==> src/rtl/fifo_port_arbiter.sv <==
// Round-robin arbiter sharing one sync-read FIFO storage array among NREQ req/ack ports.
// Grant at cycle 0; nack at cycle 2, ack at cycle 3; one transaction per 4 cycles.
`timescale 1ns/1ps
module fifo_port_arbiter #(
  parameter int NREQ       = 2,
  parameter int DEPTH_LOG2 = 3,
  parameter int DATA_W     = 4
) (
  input  logic                   clk,
  input  logic                   rst,
  input  logic [NREQ-1:0]        req,
  input  logic [NREQ-1:0]        rw,
  input  logic [NREQ*DATA_W-1:0] wdata,
  output logic [NREQ-1:0]        ack,
  output logic [NREQ-1:0]        nack,
  output logic [DATA_W-1:0]      rdata,
  output logic [DEPTH_LOG2-1:0]  mem_addr,
  output logic                   mem_we,
  output logic [DATA_W-1:0]      mem_wdata,
  input  logic [DATA_W-1:0]      mem_rdata,
  output logic                   full,
  output logic                   empty,
  output logic [DEPTH_LOG2:0]    count,
  output logic                   busy
);

  localparam int ID_W = (NREQ > 1) ? $clog2(NREQ) : 1;
  localparam logic [DEPTH_LOG2:0] PTR_ONE = {{DEPTH_LOG2{1'b0}}, 1'b1};

  typedef enum logic [1:0] {IDLE, CHECK, ACCESS, RESP} state_t;

  state_t              r_state;
  state_t              w_state_nxt;
  logic [ID_W-1:0]     r_id;
  logic [ID_W-1:0]     r_last_grant;
  logic                r_rw;
  logic                r_refuse;
  logic [DATA_W-1:0]   r_data;
  logic [DATA_W-1:0]   r_rdata;
  logic [DEPTH_LOG2:0] r_wr_ptr;
  logic [DEPTH_LOG2:0] r_rd_ptr;

  logic [ID_W-1:0]     w_pick_id;
  logic                w_pick_vld;
  logic [DEPTH_LOG2:0] w_sel_ptr;
  logic                w_full;
  logic                w_empty;
  logic                w_refuse_now;
  logic                w_read_ack;

  // Search starts one past the last grant so every requester gets a turn.
  always_comb begin
    int idx;
    idx        = 0;
    w_pick_vld = 1'b0;
    w_pick_id  = '0;
    for (int k = 1; k <= NREQ; k++) begin
      idx = int'(r_last_grant) + k;
      if (idx >= NREQ) idx = idx - NREQ;
      if (!w_pick_vld && req[idx[ID_W-1:0]]) begin
        w_pick_vld = 1'b1;
        w_pick_id  = idx[ID_W-1:0];
      end
    end
  end

  assign w_full       = (r_wr_ptr[DEPTH_LOG2] != r_rd_ptr[DEPTH_LOG2]) &&
                        (r_wr_ptr[DEPTH_LOG2-1:0] == r_rd_ptr[DEPTH_LOG2-1:0]);
  assign w_empty      = (r_wr_ptr == r_rd_ptr);
  assign w_sel_ptr    = r_rw ? r_wr_ptr : r_rd_ptr;
  assign w_refuse_now = r_rw ? w_full : w_empty;
  assign w_read_ack   = (r_state == RESP) && !r_rw && !r_refuse;

  always_comb begin
    w_state_nxt = r_state;
    case (r_state)
      IDLE:    if (w_pick_vld) w_state_nxt = CHECK;
      CHECK:   w_state_nxt = w_refuse_now ? RESP : ACCESS;
      ACCESS:  w_state_nxt = RESP;
      RESP:    w_state_nxt = IDLE;
      default: w_state_nxt = IDLE;
    endcase
  end

  always_ff @(posedge clk or posedge rst) begin
    if (rst) begin
      r_state      <= IDLE;
      r_id         <= '0;
      r_last_grant <= ID_W'(NREQ - 1);
      r_rw         <= 1'b0;
      r_refuse     <= 1'b0;
      r_data       <= '0;
      r_rdata      <= '0;
      r_wr_ptr     <= '0;
      r_rd_ptr     <= '0;
    end else begin
      r_state <= w_state_nxt;
      case (r_state)
        IDLE: begin
          if (w_pick_vld) begin
            r_id     <= w_pick_id;
            r_rw     <= rw[w_pick_id];
            r_data   <= wdata[w_pick_id*DATA_W +: DATA_W];
            r_refuse <= 1'b0;
          end
        end
        CHECK:  r_refuse <= w_refuse_now;
        ACCESS: begin
          if (r_rw) r_wr_ptr <= r_wr_ptr + PTR_ONE;
          else      r_rd_ptr <= r_rd_ptr + PTR_ONE;
        end
        RESP: begin
          r_last_grant <= r_id;
          if (w_read_ack) r_rdata <= mem_rdata;
        end
        default: ;
      endcase
    end
  end

  always_comb begin
    ack  = '0;
    nack = '0;
    if (r_state == RESP) begin
      if (r_refuse) nack[r_id] = 1'b1;
      else          ack[r_id]  = 1'b1;
    end
  end

  // The memory address is held through ACCESS so the sync read lands in RESP.
  assign mem_addr  = ((r_state == CHECK) || (r_state == ACCESS)) ? w_sel_ptr[DEPTH_LOG2-1:0] : '0;
  assign mem_we    = (r_state == ACCESS) && r_rw;
  assign mem_wdata = mem_we ? r_data : '0;
  assign rdata     = w_read_ack ? mem_rdata : r_rdata;
  assign full      = w_full;
  assign empty     = w_empty;
  assign count     = r_wr_ptr - r_rd_ptr;
  assign busy      = (r_state != IDLE);

endmodule

==> config.mk <==
export PLATFORM = sky130hd
export DESIGN_NAME = fifo_port_arbiter
export DESIGN_NICKNAME = d
export VERILOG_FILES = /design/src/rtl/fifo_port_arbiter.sv
export SDC_FILE = /design/constraint.sdc
export NUM_CORES = 1
export LEC_CHECK = 0
export ABC_CLOCK_PERIOD_IN_PS = 4500
export BUFFER_PORTS_ARGS = -buffer_cell sky130_fd_sc_hd__buf_2
export CAP_MARGIN = 0
export CORE_AREA = 2 2 53 55
export DETAILED_ROUTE_END_ITERATION = 12
export DIE_AREA = 0 0 55 57
export HOLD_SLACK_MARGIN = 0.06
export PLACE_DENSITY = 0.89
export SYNTH_ARGS = -nofsm -noshare
export SYNTH_HDL_FRONTEND = slang
export SYNTH_SLANG_ARGS = --single-unit
==> constraint.sdc <==
create_clock -name clk -period 4.5 [get_ports clk]
set_clock_uncertainty 0.05 [all_clocks]
set_input_delay 0.675 -clock clk [delete_from_list [all_inputs] [get_ports clk]]
set_output_delay 0.675 -clock clk [all_outputs]
set_load 0.02 [all_outputs]
==> metrics.md, run 1 <==
| Metric | Value |
|---|---|
| Dpl ws | 2.27 ns |
| Ys async rst share | 100% |
| Leakage | 0.835 nW |
| Outcome | finished clean |
| Number of enable flip-flop cells after synthesis | 0 |
| Slew at the pin with the worst max-slew slack | 1.05 ns |
| Port Buf Inserts | 40 |
| Final GP Congestion | around 0.86 |
| First-pass GRT wire length | 4230 um |
| Peak VDD IR | 0.685 mV |
| Synth Register Bits | 22 |
| Area growth syn-to-layout | 19.5% |
| Synth area leaders | dfrtp_1, ha_1, mux2_2 |
| Yosys cell types | 33 |
| Cell Area, Placed | approximately 1500 um2 |
| Final max-slew violation count | 0 |
| Vias in the first global route | slightly above 1000 |
| DRT iter0 DRCs | 7 |
| Post-CTS sizing | 0 |
| Syn Std Cell Area | 1320 um2 |
| MaxCap Viol Count | 0 |
| Avg WL per Cell | 12.7 um |
| Final WL | roughly 2500 um |
| CTS Root Cell | clkbuf_4 |
| Sequential area share after synthesis | 41.7% |
| Hold WC Path Type | register to register |
| Synth top cells by count | dfrtp_1, inv_1, mux2_2, nand2_1, ha_1 |
| # hold bufs at CTS | 0 |
| Die Y | 57 um |
| Remaining DRCs | 0 |
| Pin count of the biggest net entering global routing | 23 |
| Post-CTS Setup Bufs | 0 |
| DIE AREA | 3140 um2 |
| Tcrit/Tclk final | 57.0% |
| Hold Fails Final Rpt | 0 |
| Share of the synthesized area in the top cell type | about two fifths |
| Vias | 1009 |
| Cells after Synth | 125 |
| Count leader, synth | dfrtp_1 |
| Setup CP Type | register to primary output |
| Die Width | 55 um |
| Rows | 19 |
| Sum Neg Setup Slack | 0 ns |
| Crit end category | primary output |
| # IOs | 41 |
| Initial Util | 50.6% |
| Syn nets | 153 |
| Core area | approximately 2600 um2 |
| Final setup violating endpoints | 0 |
| Fin crit period | roughly 2.6 ns |
| Critical Path AT | 1.84 ns |
| Startpoint types | register |
| Clk sinks | 22 |
| Leading area contributor after synthesis | dfrtp_1 |
| Clk_lat worst skew | 0.31 ns |
| Max Freq | approximately 400 MHz |
| Crit-path slowest cell | dfrtp_1 |
| Grt ovf | 0 |
| Nets | 195 |
| Overall routing resource usage | a little under a fifth |
| Synth Area per Inst | 10.6 um2 |
| Pre-antenna DRT Iters | 4 |
| Vias per cell | 5.12 |
| Ant. Diodes | 0 |
| Max Buffers Root-to-Sink | 2 |
| Maximum fanout along the worst path | 8 |
| Layout cells sized above 1 | 36.7% |
| Fin area | 1580 um2 |
| Crit-path cells | ha_1 -> nand2b_1 -> nor2_4 -> mux2_2 -> buf_2 |
| Power Density | 822 nW/um2 |
| Most common flop cell mapped by yosys | dfrtp_1 |
| Clock tree from TritonCTS | yes |
| Hpwl dp | 1980 um |
| CTS H-tree depth | 1 |
| Unrepaired setup endpoints after global routing | no |
| Max stage delay on crit path | around 0.44 ns |
| Post-route ant nets | 0 |
| Setup WS post-layout | 1.94 ns |
| CTS Buf Count | 3 |
| Initial antenna violation count | 0 |
| Clock transition at path regs | 0.12 ns |
| Synth Warn # | 0 |
| Worst EP required | 3.77 ns |
| Rel. slew slack | 29.4% |
## sequential cells by signal, summed over array words and instances (netlist names)
name,flops
r_rw,1
r_data,4
r_wr_ptr,4
r_state,2
r_rd_ptr,4
r_refuse,1
r_last_grant,1
r_rdata,4
r_id,1
## worst max-delay path: cells and delay by family, from the launching register on
kind / cells / cell delay (ns)
mux: 1 / 0.36
fa+ha+maj: 1 / 0.23
simple gates: 2 / 0.35
flops: 1 / 0.44
buf+inv: 1 / 0.16
## cell type report
type                    instances  area, um2
flip-flops and latches         22        552
repair buffers                 40        200
multi-input cells              88        709
inverters                      12       45.0
clock buffers                   4       36.3
well taps                      31       38.8
fillers                       234       1030
## kinds of logic (layout without fill, tap and decap cells)
family | after synthesis | count (layout) | share of synthesized area, %
AND/OR/NAND/NOR | 34 | 34 | 14.2
flip-flops | 22 | 22 | 41.7
multiplexers | 18 | 18 | 14.6
AO/OA/AOI/OAI | 16 | 16 | 7.66
buffers and inverters | 15 | 56 | 4.73
adder cells (fa/ha/maj) | 10 | 10 | 10.0
XOR/XNOR | 10 | 10 | 7.18
## power by group
part,internal (mW),switching [mW]
Clock,0.0494,0.0583
Sequential,0.297,0.106
Combinational,0.344,0.445
## routing by layer
| layer | global-route usage [%] | routed length (um) |
|---|---|---|
| met1 | 24.0 | 1100 |
| met2 | 30.3 | 1260 |
| met3 | 2.36 | 97 |
| met4 | 8.71 | 54 |
| met5 | 0 | 0 |
## through the flow
stage	power [mW]	hold WS [ns]	std cells	utilization, %
global placement	1.17	0.413	193	59.1
detailed placement	1.20	0.422	193	59.1
CTS	1.32	0.451	197	60.5
finish	1.30	0.447	197	60.5
floorplan	0.982	0.397	125	-
global route	1.42	0.489	197	60.5
## placed cells by master, fill, tap and decap left out, drive strengths merged, types with 2 or more instances in the layout
| cell | netlist | final |
|---|---|---|
| a21oi | 2 | 2 |
| xnor2 | 7 | 7 |
| and2b | 2 | 2 |
| nand2 | 10 | 10 |
| dfrtp | 21 | 21 |
| mux2i | 8 | 8 |
| ha | 9 | 9 |
| inv | 12 | 12 |
| clkbuf | 1 | 4 |
| and3 | 5 | 5 |
| buf | 2 | 40 |
| xor2 | 3 | 3 |
| o21ai | 10 | 10 |
| nand4 | 2 | 2 |
| nor2b | 3 | 3 |
| nor2 | 7 | 7 |
| and2 | 2 | 2 |
| mux2 | 10 | 10 |
## worst paths after layout
kind                       startpoint           to  slack, ns  cells past startpoint
setup / recovery           r_state[0]     rdata[3]       1.94                      5
hold / removal              r_data[3]    r_data[3]       0.45                      2
setup reg to reg           r_state[0]         r_id       2.87                      4
hold reg to reg             r_data[3]    r_data[3]       0.45                      2
max in group asynchronous         rst         r_rw       3.43                      2
min in group asynchronous         rst  r_wr_ptr[2]       0.46                      2
(Power assumes the default switching activity.)
==> inputs of run 2 (changes only) <==
==> config.mk (replaced) <==
export PLATFORM = sky130hd
export DESIGN_NAME = fifo_port_arbiter
export DESIGN_NICKNAME = d
export VERILOG_FILES = /design/src/rtl/fifo_port_arbiter.sv
export SDC_FILE = /design/constraint.sdc
export NUM_CORES = 1
export LEC_CHECK = 0
export ABC_CLOCK_PERIOD_IN_PS = 2100
export BUFFER_PORTS_ARGS = -buffer_cell sky130_fd_sc_hd__buf_2
export CAP_MARGIN = 0
export CORE_AREA = 2 2 58 60
export DETAILED_ROUTE_END_ITERATION = 12
export DIE_AREA = 0 0 60 62
export HOLD_SLACK_MARGIN = 0.06
export PLACE_DENSITY = 0.8
export SYNTH_ARGS = -nofsm -noshare
export SYNTH_HDL_FRONTEND = slang
export SYNTH_SLANG_ARGS = --single-unit
==> constraint.sdc (replaced) <==
create_clock -name clk -period 2.1 [get_ports clk]
set_clock_uncertainty 0.05 [all_clocks]
set_input_delay 0.315 -clock clk [delete_from_list [all_inputs] [get_ports clk]]
set_output_delay 0.315 -clock clk [all_outputs]
set_load 0.02 [all_outputs]
==> run 2 against run 1 <==
Compared with the run above: clock power up 120%; die area up 19%; sequential power up 110%; worst hold slack worse by 0.25 ns; clock-buffer cell count unchanged; register-to-register slack worse by 2.6 ns; first-iteration DRC count rose to 3.3 times the previous value; global-route usage down 3.5 points; combinational power rose to 2.8 times the previous value; final cell count up 17%; wire length up 13%; final area up 15%; critical path type unchanged; largest cell class unchanged; largest power group unchanged.
==> metrics.md, run 2 (same netlist as run 1, synthesis figures left out) <==
| Metric | Value |
|---|---|
| Rows | 21 |
| Vias | 1078 |
| Clock power frac | 7.2% |
| Most common cell after layout, fill and taps aside | buf_2 |
| Tcrit/Tclk final | 99.4% |
| Leakage | roughly 0.93 nW |
| DIE AREA | 3720 um2 |
| Grt ovf | 0 |
| Hold WC Path Type | primary input to register |
| Most frequent cells in the layout | buf_2, buf_4, dfrtp_1, inv_1, nand2_1 |
| Crit end category | primary output |
| Setup CP Type | register to primary output |
| Final max-slew violation count | 0 |
| Util after Layout | 57.2% |
| Placed Instances | 210 |
| Pre-antenna DRT Iters | 4 |
| Switch Pwr | 1.45 mW |
| Outcome | finished clean |
| Nets | 213 |
| R2R Setup Slk | between 0.3 and 0.4 ns |
| Final WL | 2820 um |
| Initial antenna violation count | 0 |
| Core area | around 3200 um2 |
| CTS Buf Count | 3 |
| Vias in the first global route | between 900 and 1000 |
| Clk sinks | 22 |
| Area growth syn-to-layout | 37.3% |
| Hpwl dp | 1910 um |
| Sum Neg Setup Slack | 0 ns |
| Maximum fanout along the worst path | 3 |
| Switch share | between 40 and 50% |
| # IOs | slightly above 40 |
| Clock transition at path regs | 0.12 ns |
| Startpoint types | register |
| Peak VDD IR | 0.654 mV |
| Die Y | 62 um |
| Initial Util | between 40% and 50% |
| First-pass GRT wire length | 4130 um |
| Avg WL per Cell | ~12 um |
| Fin crit period | 2.09 ns |
| Rel. slew slack | 31.8% |
| Combinational share of power | approximately 68% |
| Clk_lat worst skew | between 0.3 and 0.4 ns |
| Clock tree from TritonCTS | yes |
| Ant. Diodes | 0 |
| Final GP Congestion | 0.843 |
| CTS H-tree depth | 1 |
| Vias per cell | 4.69 |
| Layout cells sized above 1 | 49.5% |
| MaxCap Viol Count | 0 |
| Die Width | 60 um |
| Worst EP required | 1.74 ns |
| Post-route ant nets | 0 |
| Max Buffers Root-to-Sink | 2 |
| Unrepaired setup endpoints after global routing | yes |
| Final setup violating endpoints | 0 |
| Max Freq | 479 MHz |
| Non-filler cells, final | 230 |
| Port Buf Inserts | 40 |
| P_int | 1.84 mW |
| Hold Fails Final Rpt | 0 |
| Power Density | ~1800 nW/um2 |
| Pin count of the biggest net entering global routing | 23 |
| Reg power frac | about a quarter |
| DRT iter0 DRCs | 23 |
| Remaining DRCs | 0 |
| Final hold slack | slightly below 0.2 ns |
| Overall routing resource usage | 15.0% |
| CTS Root Cell | clkbuf_4 |
| Slew at the pin with the worst max-slew slack | between 1 and 1.5 ns |
| Critical Path AT | 1.72 ns |
[run 2: cell count changes in the layout (fill, tap and decap cells not counted), moves of 2 or more]
cell,delta
buf_2,-3
buf_4,+19
dfrtp_1,-2
dfrtp_2,+2
ha_1,-5
ha_2,+2
ha_4,+3
[run 2: metal layers]
layer	track usage [%]	wire [um]
met2	25.3	1370
met3	2.69	115
met1	18.6	1320
met5	0	0
met4	7.62	21
[run 2: final timing paths]
check | startpoint | to | cells after the start
setup / recovery | r_wr_ptr[1] | count[1] | 5
hold / removal | mem_rdata[0] | r_rdata[0] | 2
setup reg to reg | r_state[1] | r_id | 5
hold reg to reg | r_data[2] | r_data[2] | 2
max in group asynchronous | rst | r_last_grant | 4
min in group asynchronous | rst | r_wr_ptr[3] | 4
[run 2: layout make-up]
type                            count  area (um2)
Clock buffer                        4        36.3
Tap cell                           46        57.6
Inverter                           12        45.0
Sequential cell                    22         554
Multi-Input combinational cell     88         776
Timing Repair Buffer               58         349
Fill cell                         283        1360
[run 2: through the flow]
stage          setup slack, ns  instance area [um2]  total power [mW]
3_3_place_gp             0.292                 1580              2.54
2_1_floorplan            0.297                 1320              2.11
4_1_cts                0.00145                 1700              2.97
3_5_place_dp             0.256                 1580              2.57
6_report                0.0122                 1820              3.29
5_1_grt                -0.0667                 1820              3.56
[run 2: critical path, cell delays in order, from the launching register on]
cell	delay, ns
dfrtp_1	0.46
buf_6	0.13
inv_1	0.07
fa_2	0.55
inv_1	0.05
buf_4	0.15
[run 2: timing repair]
action | 4_1_cts | 5_1_grt
setup endpoints to repair | 7 | 10
endpoints found under the hold margin | 21 | 0
pin swaps | 1 | 8
gates resized for setup | 2 | 17
cloned | 0 | 0
setup buffers | 9 | 6
hold buffers | 1 | 0
[run 2: power by group through the flow]
stage | Clock, mW | Sequential (mW) | Combinational (mW)
finish | 0.236 | 0.827 | 2.23
global route | 0.270 | 0.858 | 2.43
CTS | 0.245 | 0.811 | 1.91
detailed placement | 0 | 0.851 | 1.72
global placement | 0 | 0.840 | 1.70
floorplan | 0 | 0.784 | 1.32
==> inputs of run 3 (changes only) <==
--- a/config.mk
+++ b/config.mk
@@ -12,7 +12,7 @@
 export DETAILED_ROUTE_END_ITERATION = 12
 export DIE_AREA = 0 0 60 62
 export HOLD_SLACK_MARGIN = 0.06
-export PLACE_DENSITY = 0.8
+export PLACE_DENSITY = 0.72
 export SYNTH_ARGS = -nofsm -noshare
 export SYNTH_HDL_FRONTEND = slang
 export SYNTH_SLANG_ARGS = --single-unit
==> constraint.sdc (replaced) <==
create_clock -name clk -period 2.1 [get_ports clk]
set_clock_uncertainty 0.05 [all_clocks]
set_input_delay 0.21 -clock clk [delete_from_list [all_inputs] [get_ports clk]]
set_output_delay 0.21 -clock clk [all_outputs]
set_load 0.02 [all_outputs]
==> run 3 against run 2 <==
Compared with the run above: global-route usage is 0.32 points higher; critical path type unchanged; highest routed layer unchanged; sequential cell count unchanged; clock power hardly changed; sequential power rose by 3.4%; non-clock buffer count decreased by 9; total power decreased by 8.8%; worst setup slack gained 0.085 ns.
==> metrics.md, run 3 (same netlist as run 1, synthesis figures left out) <==
| Metric | Value |
|---|---|
| FF+latch area | 556 um2 |
| Vias | 1067 |
| Rows | 21 |
| Port Buf Inserts | 40 |
| Clock tree from TritonCTS | yes |
| CTS Buf Count | 3 |
| CTS H-tree depth | 1 |
| First-pass GRT wire length | roughly 4400 um |
| Worst EP required | between 1.5 and 2 ns |
| Critical Path AT | 1.74 ns |
| DRT iter0 DRCs | 33 |
| Total Power | 3.00 mW |
| Reg power frac | between 20% and 30% |
| Combinational share of power | 63.7% |
| Nets | roughly 200 |
| Final max-slew violation count | 0 |
| Ant. Diodes | 0 |
| Core area | 3180 um2 |
| Vias in the first global route | ~1100 |
| Final GP Congestion | 0.767 |
| Hold Fails Final Rpt | 0 |
| Clk sinks | 22 |
| Fin area | 1690 um2 |
| Avg WL per Cell | approximately 13 um |
| Fill count | 288 |
| Crit end category | primary output |
| MaxCap Viol Count | 0 |
| Die Y | ~62 um |
| Util after Layout | 53.1% |
| Clock transition at path regs | 0.12 ns |
| Maximum fanout along the worst path | 6 |
| Grt ovf | 0 |
| Outcome | finished clean |
| Initial Util | 41.6% |
| Final setup violating endpoints | 0 |
| Non-filler cells, final | 221 |
| Remaining DRCs | 0 |
| Placed Instances | 208 |
| Pin count of the biggest net entering global routing | 23 |
| Power Density | approximately 1800 nW/um2 |
| Switch Pwr | 1.38 mW |
| # IOs | 41 |
| Pre-antenna DRT Iters | 4 |
| Fin crit period | 2.00 ns |
| Clk_lat worst skew | 0.30 ns |
| Tcrit/Tclk final | 95.4% |
| Layout cells sized above 1 | 42.3% |
| P_int | 1.62 mW |
| DIE AREA | between 3000 and 4000 um2 |
| CTS Root Cell | clkbuf_4 |
| Hpwl dp | 2110 um |
| Most common cell after layout, fill and taps aside | buf_2 |
| Multi-input gate area | around 700 um2 |
| Switch share | 46.1% |
| Final WL | 2810 um |
| Area growth syn-to-layout | 27.5% |
| Peak VDD IR | 0.475 mV |
| Die Width | roughly 60 um |
| Cell Area, Placed | 1560 um2 |
| Post-route ant nets | 0 |
| Overall routing resource usage | 15.4% |
| Max Buffers Root-to-Sink | 2 |
| Setup CP Type | register to primary output |
| Clock power frac | a little under 8% |
| Vias per cell | 4.83 |
| Rel. slew slack | 26.6% |
| Leakage | 0.879 nW |
| Slew at the pin with the worst max-slew slack | 1.09 ns |
| Initial antenna violation count | 0 |
| Most frequent cells in the layout | buf_2, dfrtp_1, inv_1, mux2_2, nand2_1 |
| Startpoint types | register |
| Hold WC Path Type | primary input to register |
| Max Freq | between 400 and 500 MHz |
run 3: cell count changes in the layout (fill, tap and decap cells not counted), moves of 2 or more:
cell	previous run	this run
buf_4	19	9
ha_1	4	9
ha_4	3	0
buf_2	37	39
ha_2	2	0
run 3: per-stage QoR:
stage          TNS (ns)  hold slack, ns  worst slack [ns]
6_report              0          0.0899            0.0968
5_1_grt         -0.0418          0.0792           -0.0130
3_5_place_dp          0           0.364             0.346
2_1_floorplan         0           0.148             0.402
4_1_cts               0          0.0841           0.00651
3_3_place_gp          0           0.355             0.382
run 3: what timing repair did:
item	in CTS	in global routing
cloned	0	0
hold buffers	1	0
endpoints found under the setup margin	5	6
gates resized for setup	1	5
endpoints found under the hold margin	21	0
pin swaps	1	1
buffers inserted	1	7
run 3: area by class of cell:
type                    instances  area share [%]
well taps                      46            3.41
multi-input cells              88            42.7
inverters                      12            2.67
repair buffers                 49            16.2
flip-flops and latches         22            32.9
clock buffers                   4            2.15
run 3: power by group through the flow:
stage,sequential (mW),combinational [mW],clock (mW)
2_1_floorplan,0.784,1.32,0
3_3_place_gp,0.854,1.66,0
3_5_place_dp,0.872,1.73,0
4_1_cts,0.866,1.76,0.240
5_1_grt,0.880,2.12,0.251
6_report,0.855,1.91,0.233
run 3: metal layers:
layer | vias to the layer above | global-route usage [%] | share of wire [%]
li1 | 521 | - | -
met1 | 514 | 16.8 | 39
met2 | 30 | 29.0 | 57
met3 | 2 | 1.86 | 3.2
met4 | 0 | 7.94 | 0.89
met5 | - | 0 | 0
run 3: final timing paths:
| kind | endpoint | depth (start not counted) | from | slack, ns |
|---|---|---|---|---|
| setup / recovery | rdata[0] | 5 | r_state[0] | 0.1 |
| hold / removal | r_rdata[0] | 2 | mem_rdata[0] | 0.09 |
| setup reg to reg | r_data[3] | 5 | r_state[0] | 0.41 |
| hold reg to reg | r_data[1] | 2 | r_data[1] | 0.45 |
| max in group asynchronous | r_state[0] | 3 | rst | 0.88 |
| min in group asynchronous | r_rdata[3] | 3 | rst | 0.55 |
run 3: critical path: stages, from the launching register on:
cell and delay [ns]:
dfrtp_2 0.42, ha_1 0.26, nand2b_4 0.09, nor2_4 0.16
mux2_2 0.35, buf_2 0.16
